File: config.mk
export PLATFORM = sky130hd
export DESIGN_NAME = ru_wr_ctrl
export DESIGN_NICKNAME = d
export VERILOG_FILES = /design/src/rtl/ru_pkg.sv /design/src/rtl/ru_wr_ctrl.sv
export SDC_FILE = /design/constraint.sdc
export NUM_CORES = 1
export LEC_CHECK = 0
export ABC_AREA = 1
export CORE_MARGIN = 1
export CORE_UTILIZATION = 32
export CTS_CLUSTER_SIZE = 12
export DETAILED_ROUTE_END_ITERATION = 7
export PLACE_DENSITY = 0.95
export SYNTH_ARGS = -nofsm -noshare
export SYNTH_HDL_FRONTEND = slang
export SYNTH_SLANG_ARGS = --single-unit
File: constraint.sdc
create_clock -name clk -period 5.05 [get_ports clk]
set_input_delay 1.01 -clock clk [delete_from_list [all_inputs] [get_ports clk]]
set_output_delay 1.01 -clock clk [all_outputs]
set_load 0.1 [all_outputs]
File: src/rtl/ru_pkg.sv
// Shared constants and types for the register-unit write-port controller.
package ru_pkg;

  localparam int XLEN = 32;
  localparam int NREG = 32;
  localparam int AW   = $clog2(NREG);

  typedef enum logic {CLEAR, RUN} ru_ctrl_st_t;

  typedef struct packed {
    logic            we;
    logic [AW-1:0]   rd;
    logic [XLEN-1:0] data;
  } ru_wreq_t;

endpackage

File: src/rtl/ru_wr_ctrl.sv
// Register-unit write-port sequencer: zeroes the file after reset, then arbitrates
// between core writeback (priority) and an aux requester with a starvation guard.
module ru_wr_ctrl #(
  parameter int XLEN         = ru_pkg::XLEN,
  parameter int NREG         = ru_pkg::NREG,
  parameter int STARVE_LIMIT = 4,
  parameter bit CLEAR_EN     = 1'b1,
  localparam int AW          = $clog2(NREG),
  localparam int SW          = $clog2(STARVE_LIMIT + 1)
) (
  input  logic            clk,
  input  logic            rst,
  input  logic            wb_we,
  input  logic [AW-1:0]   wb_rd,
  input  logic [XLEN-1:0] wb_data,
  input  logic            aux_valid,
  input  logic [AW-1:0]   aux_rd,
  input  logic [XLEN-1:0] aux_data,
  output logic            aux_ready,
  output logic            core_stall,
  output logic            clear_done,
  output logic            ru_wr,
  output logic [AW-1:0]   ru_rd,
  output logic [XLEN-1:0] ru_data
);
  import ru_pkg::*;

  typedef struct packed {
    logic            we;
    logic [AW-1:0]   rd;
    logic [XLEN-1:0] data;
  } wreq_t;

  ru_ctrl_st_t   fsm;
  logic [AW-1:0] clr_idx;
  logic [SW-1:0] starve_cnt;
  logic [SW-1:0] starve_next;
  logic          force_aux;
  logic          core_blocks;
  wreq_t         win;

  always_ff @(posedge clk) begin
    if (!rst) begin
      fsm        <= CLEAR_EN ? CLEAR : RUN;
      clr_idx    <= AW'(1);
      starve_cnt <= '0;
    end else begin
      case (fsm)
        CLEAR: begin
          clr_idx <= clr_idx + AW'(1);
          if (clr_idx == AW'(NREG - 1))
            fsm <= RUN;
        end
        default: starve_cnt <= starve_next;
      endcase
    end
  end

  always_comb begin
    win         = '0;
    aux_ready   = 1'b0;
    core_stall  = 1'b1;
    clear_done  = 1'b0;
    starve_next = starve_cnt;
    force_aux   = aux_valid && (starve_cnt == SW'(STARVE_LIMIT));
    // A core write to x0 is a no-op and must not block the aux side.
    core_blocks = wb_we && (wb_rd != '0);

    if (rst) begin
      if (fsm == CLEAR) begin
        win.we = 1'b1;
        win.rd = clr_idx;
      end else begin
        clear_done = 1'b1;
        core_stall = 1'b0;
        if (force_aux) begin
          core_stall  = 1'b1;
          aux_ready   = 1'b1;
          win         = '{we: 1'b1, rd: aux_rd, data: aux_data};
          starve_next = '0;
        end else if (core_blocks) begin
          win = '{we: 1'b1, rd: wb_rd, data: wb_data};
          // Blocked cycles only accumulate while aux keeps its request up.
          if (aux_valid)
            starve_next = (starve_cnt == SW'(STARVE_LIMIT)) ? starve_cnt : starve_cnt + SW'(1);
          else
            starve_next = '0;
        end else begin
          aux_ready   = aux_valid;
          starve_next = '0;
          if (aux_valid)
            win = '{we: 1'b1, rd: aux_rd, data: aux_data};
        end
      end
    end

    // An accepted aux request to x0 is handshaken but never reaches the file.
    ru_wr   = win.we && (win.rd != '0);
    ru_rd   = win.rd;
    ru_data = win.data;
  end

endmodule

==> out/qor.txt, run 1 <==
outcome - complete, no violations
EDFF count, synth - 0
Residual DRC - 0
initial antenna violation count - 0
Pins Over Slew Limit - 0
CTS clock-pin slew for the worst setup and hold paths - 0.06 ns
clock root cell - clkbuf_4
DP Wirelength - 3.422 mm
path category of the worst min-delay check - reg -> reg
Crit Path Category - in -> out
Post-Synthesis Cells - 146
Synth area leader - a32o_2
Max IR drop VDD - 0.1239 mV
top layer in use - met4
CTS tree - done
area of the multi-input gates - 804.5 sq um
Num CTS Buffers - 3
register area - 180.2 sq um
grt ovf - 0
Main synth FF type - dfxtp_1
Num Clock Sinks - 9
Worst Setup SP - aux_valid
Synth Register Bits - 9
Post-synth top cells - a32o_2 (32), nand2_1 (22), inv_1 (15)
Async SR Flop Fraction - 0%
die span in x - 62.47 um
syn nets - 228
DIE HEIGHT - 62.47 um
hold_sp - clr_idx[0]
YS warnings - 0
top-count cell post-synth - a32o_2
sequential share of the synthesized area - 15.40%
wire length on met3 - 273 um
RSZ-0062 raised after global routing - no
top cell type's share of synthesized area - 30.80%
max-cap violation count - 0
I/O Buffers - 118
FMAX - 250.6 MHz
vias after detailed routing - 1,506
Fillers - 303
Post-CTS Resized - 0
vias in the first global route - 1,451
Longest Clk Path Bufs - 2
Mean Syn Cell Area - 8.013 sq um
I/O Pins - 119
ant diodes - 0
final setup violation count - 0
drt pass-1 iters - 4
routability cong. - 0.8231
FP Rows - 21
Synth Cell Area - 1170 sq um
CP endpoint kind - output pin
Pwr per Cell Area - 112.4 nW/um^2
antenna-violating nets left - 0
GRT Total Usage - 21.90%
Post-CTS Setup Inserts - 0
post-layout net count - 338
starting DRC count in detailed routing - 78
CTS Hold Buffers Added - 0
drt wl/cell - 14.47 um
Leak Pwr - 1.178 nW
crit path max fanout - 34
Starting Density - 34.25%
worst slew pin tran - 0.5775 ns
first-pass GRT wire length - 6.934 mm
Worst R2R Start - fsm
Final Hold Fails - 0
Max transition margin - 61.45%
R2R Setup Slk - 3.37 ns
Layout Area Growth over Synthesis - 89.52%
Core ar. - 3416 sq um
DR vias/cell - 5.003
layout cells sized above 1 - 34.51%
Clock Latency Late Sink - 0.27 ns
startpoint types - input port
Finished Layout Cells - 301
number of H-tree levels - 1
fin crit share - 79.01%
largest net degree at the start of global routing - 36
Worst EP required - 4.04 ns
Synth cell types - 24
DIE AREA - 3902 sq um
final WL - 4.356 mm
WHS - 0.4821 ns
DR WL met2 - 2.282 mm
setup_tns - 0 ns
Max Clock Skew - 0.002522 ns
wl on met1 - 1.744 mm
Period minus WS final - 3.990 ns
critical path arrival - 2.98 ns
Cells after DPL - 297
largest cells by area after synthesis - a32o_2 (31%), dfxtp_1 (15%), nand2_1 (7.1%)
[cell families after synthesis]
logic type	synth area share, %
adders and majority gates	4.278
buffers and inverters	15.83
and+or+nand+nor	26.63
DFF	15.40
AOI/OAI and AO/OA	37.86
[stage by stage]
step	power [W]	cell area, sq um	setup WS [ns]	util, %
after floorplan	0.0001246	1170	0.2373	-
after global placement	0.0001910	2191	1.065	64.14
after detailed placement	0.0001929	2191	1.056	64.14
after CTS	0.0002509	2217	1.051	64.91
after global routing	0.0002622	2217	0.8682	64.91
final	0.0002492	2217	1.060	64.91
[power breakdown]
| group | leakage, nW | internal (W) | switching [W] |
|---|---|---|---|
| registers | 0.0734 | 0.0000738 | 0.00000284 |
| logic | 1.09 | 0.0000630 | 0.0000522 |
| clock network | 0.0150 | 0.0000306 | 0.0000267 |
| total | 1.18 | 0.000167 | 0.0000818 |
[worst paths after layout]
check                        to  cells after the start
setup reg to reg  starve_cnt[2]                      4
hold reg to reg      clr_idx[0]                      2
setup / recovery          ru_wr                     11
hold / removal       clr_idx[0]                      2
[registers in the layout, summed over array words and instances, names as in the netlist]
name and cells:
clr_idx 5, starve_cnt 3, fsm 1
[final cells by class]
type	instances	share of cell area (%)
repair buffers	118	48.65
multi-input cells	106	36.29
flip-flops and latches	9	8.126
inverters	18	3.160
well taps	46	2.596
clock buffers	4	1.185
[worst max-delay path, cell delays in order]
cell and delay [ns]:
clkdlybuf4s50_1 0.58, nand3_2 0.22, nand3_2 0.11, inv_4 0.28, nand2_1 0.09, nand3_1 0.10, nand2_1 0.10, nand2_1 0.08
clkinv_1 0.05, nand2_1 0.06, buf_4 0.28
[layer usage]
| metal | vias to the layer above | track usage (%) |
|---|---|---|
| met2 | 56 | 41.03 |
| li1 | 768 | - |
| met4 | 0 | 5.233 |
| met3 | 7 | 4.562 |
| met5 | - | 0 |
| met1 | 675 | 24.89 |
[layout by cell type (no fill, tap or decap)]
| cell type | instances |
|---|---|
| clkdlybuf4s50_1 | 77 |
| buf_4 | 41 |
| a32o_2 | 32 |
| nand2_1 | 22 |
| inv_1 | 15 |
| nand3_1 | 10 |
| dfxtp_1 | 9 |
| a21oi_1 | 8 |
| o21ai_0 | 7 |
| nor2_1 | 7 |
| nand4_1 | 5 |
| ha_1 | 4 |
| nand2_4 | 3 |
| clkbuf_4 | 3 |
| nor2_2 | 2 |
| nand3_4 | 2 |
| nand3_2 | 2 |
| inv_2 | 1 |
| inv_4 | 1 |
| nor2_8 | 1 |
| clkinv_1 | 1 |
| a211oi_1 | 1 |
| clkbuf_1 | 1 |
(Power assumes the default switching activity.)
==> run 2, diff against run 1 <==
- CORE_UTILIZATION: 32 -> 27
- PLACE_DENSITY: 0.95 -> 0.9
- clock period: 5.05 -> 3.6 ns (I/O delays scaled with it)
==> run 2 against run 1 <==
Net effect:
- count of clock-buffer cells in the layout stayed put
- non-clock buffer count grew 3
- global-route usage down 1.8 points
- clock skew hardly changed
- register-to-register slack worse by 1.2 ns
- critical endpoint unchanged
- highest routed layer unchanged
==> out/qor.txt, run 2 (synthesized netlist as in run 1, its figures left out) <==
Crit path largest cell delay - 0.48 ns
Layout Area Growth over Synthesis - 139.4%
reg2reg path depth - 4
Starting Density - 28.63%
hold_sp - starve_cnt[1]
outcome - complete, no violations
Hold EP - starve_cnt[1]
fin crit share - 89.38%
starting DRC count in detailed routing - 61
most frequent cells in the layout - clkdlybuf4s50_1 (77), buf_12 (42), a32o_2 (32)
Pwr per Cell Area - 145.2 nW/um^2
ant diodes - 0
critical path arrival - 2.50 ns
path category of the worst min-delay check - reg -> reg
Max transition margin - 61.04%
Sequential Power Share - 26.6%
drt pass-1 iters - 4
Worst path slowest cell - clkdlybuf4s50_1
Num Clock Sinks - 9
Final Hold Fails - 0
Core ar. - 4086 sq um
final WL - 4.934 mm
Crit Path Category - in -> out
Post-CTS Resized - 0
grt ovf - 0
initial antenna violation count - 0
startpoint types - input port
crit path max fanout - 34
setup_tns - 0 ns
CTS Hold Buffers Added - 0
drt wl/cell - 16.02 um
max-cap violation count - 0
vias after detailed routing - 1,624
Max Clock Skew - 0.002469 ns
FMAX - 310.8 MHz
Longest Clk Path Bufs - 2
first-pass GRT wire length - 6.913 mm
layout cells sized above 1 - 35.66%
Post-CTS Setup Inserts - 0
Worst EP required - 2.88 ns
vias in the first global route - 1,467
Max IR drop VDD - 0.2013 mV
DIE HEIGHT - 67.83 um
Tot Pwr - 0.0004065 W
I/O Pins - 119
Fillers - 307
Top reg by flops - clr_idx
Int Pwr - 0.0002818 W
antenna-violating nets left - 0
Worst R2R Start - fsm
DR vias/cell - 5.273
Hold Path Stages - 2
post-layout net count - 341
clock share of power - 29.8%
grt met1 use - 20.28%
RSZ-0062 raised after global routing - no
GRT Total Usage - 20.12%
R2R Setup Slk - 2.18 ns
DIE AREA - 4600 sq um
top flop regs - clr_idx x5, starve_cnt x3, fsm x1
CTS clock-pin slew for the worst setup and hold paths - 0.04 ns
met2 usage - 38.12%
worst slew pin tran - 0.5836 ns
CTS tree - done
Worst R2R End - starve_cnt[2]
Switching Power - 0.0001248 W
met3 usage - 5.833%
Period minus WS final - 3.218 ns
Sw Share - 30.69%
DP Wirelength - 4.070 mm
CP Cell Sequence - clkdlybuf4s50_1, inv_1, nand3_4, nand3_2, inv_4, nand2_1, nand3_1, nand2_1, nand2_1, clkinv_1, nand2_1, buf_12
Leak Pwr - 1.322 nW
WHS - 0.4922 ns
routability cong. - 0.8749
FP Rows - 23
commonest non-fill, non-tap cell in the layout - clkdlybuf4s50_1
clock root cell - clkbuf_8
I/O Buffers - 118
CP endpoint kind - output pin
Largest register FFs - 5
Num CTS Buffers - 3
Residual DRC - 0
GR peak layer - met2
largest net degree at the start of global routing - 35
number of H-tree levels - 1
Clock Latency Late Sink - 0.24 ns
CP dominant cell by count - nand2_1
share of power burned in combinational logic - 43.6%
Pins Over Slew Limit - 0
die span in x - 67.83 um
final setup violation count - 0
-- run 2: cell count changes in the layout (fill, tap and decap cells not counted) --
| cell | previous run | this run |
|---|---|---|
| buf_4 | 41 | 2 |
| a21oi_1 | 8 | 7 |
| a21oi_4 | 0 | 1 |
| buf_12 | 0 | 42 |
| clkbuf_8 | 0 | 3 |
| clkbuf_4 | 3 | 0 |
-- run 2: layout make-up --
class                   count  area, sq um  share of cell area, %
clock buffers               4        45.04                  1.609
inverters                  18        70.07                  2.502
multi-input cells         106        815.8                  29.13
flip-flops and latches      9        180.2                  6.434
well taps                  50        62.56                  2.234
repair buffers            121         1627                  58.09
-- run 2: through the flow --
step | area (sq um) | instances | util [%] | setup slack, ns
2_1_floorplan | 1181 | 146 | - | 0.3044
4_1_cts | 2800 | 308 | 68.52 | 0.3770
3_3_place_gp | 2755 | 304 | 67.42 | 0.4280
5_1_grt | 2800 | 308 | 68.52 | 0.2349
6_report | 2800 | 308 | 68.52 | 0.3822
3_5_place_dp | 2755 | 304 | 67.42 | 0.3904
-- run 2: power groups by stage --
stage          Clock (W)  Sequential [W]  Combinational, W
6_report        0.000121        0.000108          0.000177
3_5_place_dp           0        0.000110          0.000177
3_3_place_gp           0        0.000109          0.000174
2_1_floorplan          0        0.000109         0.0000664
4_1_cts         0.000123        0.000108          0.000178
5_1_grt         0.000128        0.000109          0.000187
-- run 2: worst max-delay path, delay by kind of cell --
kind / cells / cell delay (ns)
buf+inv: 5 / 1.08
simple gates: 7 / 0.69
-- run 2: metal layers --
metal,up-vias,wire length [um]
li1,773,-
met1,757,1669
met2,86,2638
met3,8,512
met4,0,114
met5,-,0
-- run 2: worst max path at each step --
stage          endpoint  slack, ns  startpoint
2_1_floorplan     ru_wr       0.30    wb_rd[2]
3_3_place_gp      ru_wr       0.43    wb_rd[3]
3_5_place_dp      ru_wr       0.39    wb_rd[4]
4_1_cts           ru_wr       0.38    wb_rd[4]
5_1_grt           ru_wr       0.23    wb_rd[3]
6_report          ru_wr       0.38    wb_rd[4]
==> run 3, diff against run 2 <==
- CORE_ASPECT_RATIO: not set -> 2
- HOLD_SLACK_MARGIN: not set -> 0.02
==> run 3 against run 2 <==
Net effect:
- fmax increased by 0.40%
- critical path depth decreased by 4
- core utilization decreased by 0.46 points
- first-iteration DRC count decreased by 38%
- sequential cell count unchanged
- design area increased by 0.36%
- non-clock buffer count increased by 1
- combinational power about the same
- worst setup slack improved by 0.013 ns
- register-to-register slack got worse by 0.06 ns
- critical path type unchanged
- critical endpoint is now ru_data[14]
- largest cell class unchanged
==> out/qor.txt, run 3 (synthesized netlist as in run 1, its figures left out) <==
outcome - complete, no violations
utilization after layout - 68.06%
DIE HEIGHT - 95.09 um
initial antenna violation count - 0
CTS tree - done
Clock Latency Late Sink - 0.24 ns
Crit path max-delay family - simple AND/OR/NAND/NOR gates
Max Clock Skew - 0.007049 ns
I/O Buffers - 118
Largest register FFs - 5
Longest Clk Path Bufs - 2
Post-CTS Setup Inserts - 0
GRT Total Usage - 21.45%
final WL - 5.150 mm
final setup violation count - 0
DIE AREA - 4616 sq um
critical path arrival - 2.48 ns
Residual DRC - 0
largest net degree at the start of global routing - 34
Crit path largest cell delay - 0.45 ns
cell area after placement - 2765 sq um
clock root cell - clkbuf_8
Layout Area Growth over Synthesis - 140.2%
Top reg by flops - clr_idx
Num Clock Sinks - 9
Max IR drop VDD - 0.2897 mV
Leak Pwr - 1.327 nW
vias in the first global route - 1,625
DP Wirelength - 4.193 mm
I/O Pins - 119
CP dominant cell by count - nand3_4
routability cong. - 0.8243
DR vias/cell - 5.225
Num CTS Buffers - 3
FP Rows - 33
Final Hold Fails - 0
CP Cell Sequence - clkdlybuf4s50_1, nor2_2, nand3_4, nand3_4, nand2_4, nor2_8, a32o_2, buf_12
CTS clock-pin slew for the worst setup and hold paths - 0.04 ns
crit path max fanout - 33
drt wl/cell - 16.56 um
fin crit share - 89.03%
max-cap violation count - 0
FMAX - 312.0 MHz
Post-CTS Resized - 0
most frequent cells in the layout - clkdlybuf4s50_1 (77), buf_12 (42), a32o_2 (32)
commonest non-fill, non-tap cell in the layout - clkdlybuf4s50_1
Bufs and invs on worst path - 2
CTS Hold Buffers Added - 0
drt pass-1 iters - 4
first-pass GRT wire length - 7.610 mm
Max transition margin - 61.69%
CP endpoint kind - output pin
starting DRC count in detailed routing - 38
startpoint types - input port
vias after detailed routing - 1,625
number of H-tree levels - 1
ant diodes - 0
layout cells sized above 1 - 35.91%
post-layout net count - 342
Core ar. - 4129 sq um
final instance area - 2810 sq um
Pwr per Cell Area - 144.9 nW/um^2
antenna-violating nets left - 0
Starting Density - 28.33%
die span in x - 48.55 um
worst slack at placement - 0.3831 ns
final worst slack - 0.3950 ns
RSZ-0062 raised after global routing - no
Crit Path Category - in -> out
Worst path slowest cell - clkdlybuf4s50_1
Pins Over Slew Limit - 0
Worst EP required - 2.88 ns
worst slew pin tran - 0.5739 ns
setup_tns - 0 ns
Period minus WS final - 3.205 ns
top flop regs - clr_idx x5, starve_cnt x3, fsm x1
WHS - 0.4895 ns
grt ovf - 0
path category of the worst min-delay check - reg -> reg
## run 3: cell count changes in the layout (fill, tap and decap cells not counted), sizes merged
cell	change
buf	+1
## run 3: stage by stage
step / power, W / cells
3_3_place_gp: 0.0002846 / 307
6_report: 0.0004072 / 311
4_1_cts: 0.0004084 / 311
3_5_place_dp: 0.0002875 / 307
2_1_floorplan: 0.0001751 / 146
5_1_grt: 0.0004209 / 311
## run 3: worst paths after layout
check / from / end / slack [ns] / depth (start not counted)
setup reg to reg: fsm / starve_cnt[2] / 2.12 / 5
setup / recovery: wb_rd[0] / ru_data[14] / 0.40 / 8
hold reg to reg: clr_idx[0] / clr_idx[0] / 0.49 / 2
hold / removal: clr_idx[0] / clr_idx[0] / 0.49 / 2
## run 3: layout make-up
| type | count | area, sq um |
|---|---|---|
| clock buffer | 4 | 45.04 |
| timing repair buffer | 122 | 1634 |
| inverter | 18 | 70.07 |
| tap | 52 | 65.06 |
| sequential | 9 | 180.2 |
| fill | 318 | 1319 |
| multi-input combinational | 106 | 815.8 |
## run 3: where the power goes
group / switching, W / internal, W / total [W] / leakage (nW)
Clock: 0.0000433 / 0.0000775 / 0.000121 / 0.0228
Combinational: 0.0000778 / 0.000100 / 0.000178 / 1.23
Sequential: 0.00000418 / 0.000104 / 0.000108 / 0.0734
## run 3: layer usage
| layer | track usage, % | vias up | share of wire (%) |
|---|---|---|---|
| met5 | 0 | - | 0 |
| met4 | 10.78 | 0 | 3.5 |
| met3 | 2.871 | 16 | 5.4 |
| met2 | 42.72 | 77 | 57 |
| met1 | 21.15 | 752 | 34 |
| li1 | - | 780 | - |
## run 3: worst min-delay path: stages, from the launching register on
cell,delay [ns]
dfxtp_1,0.33
nand2_1,0.07
nand2_1,0.05
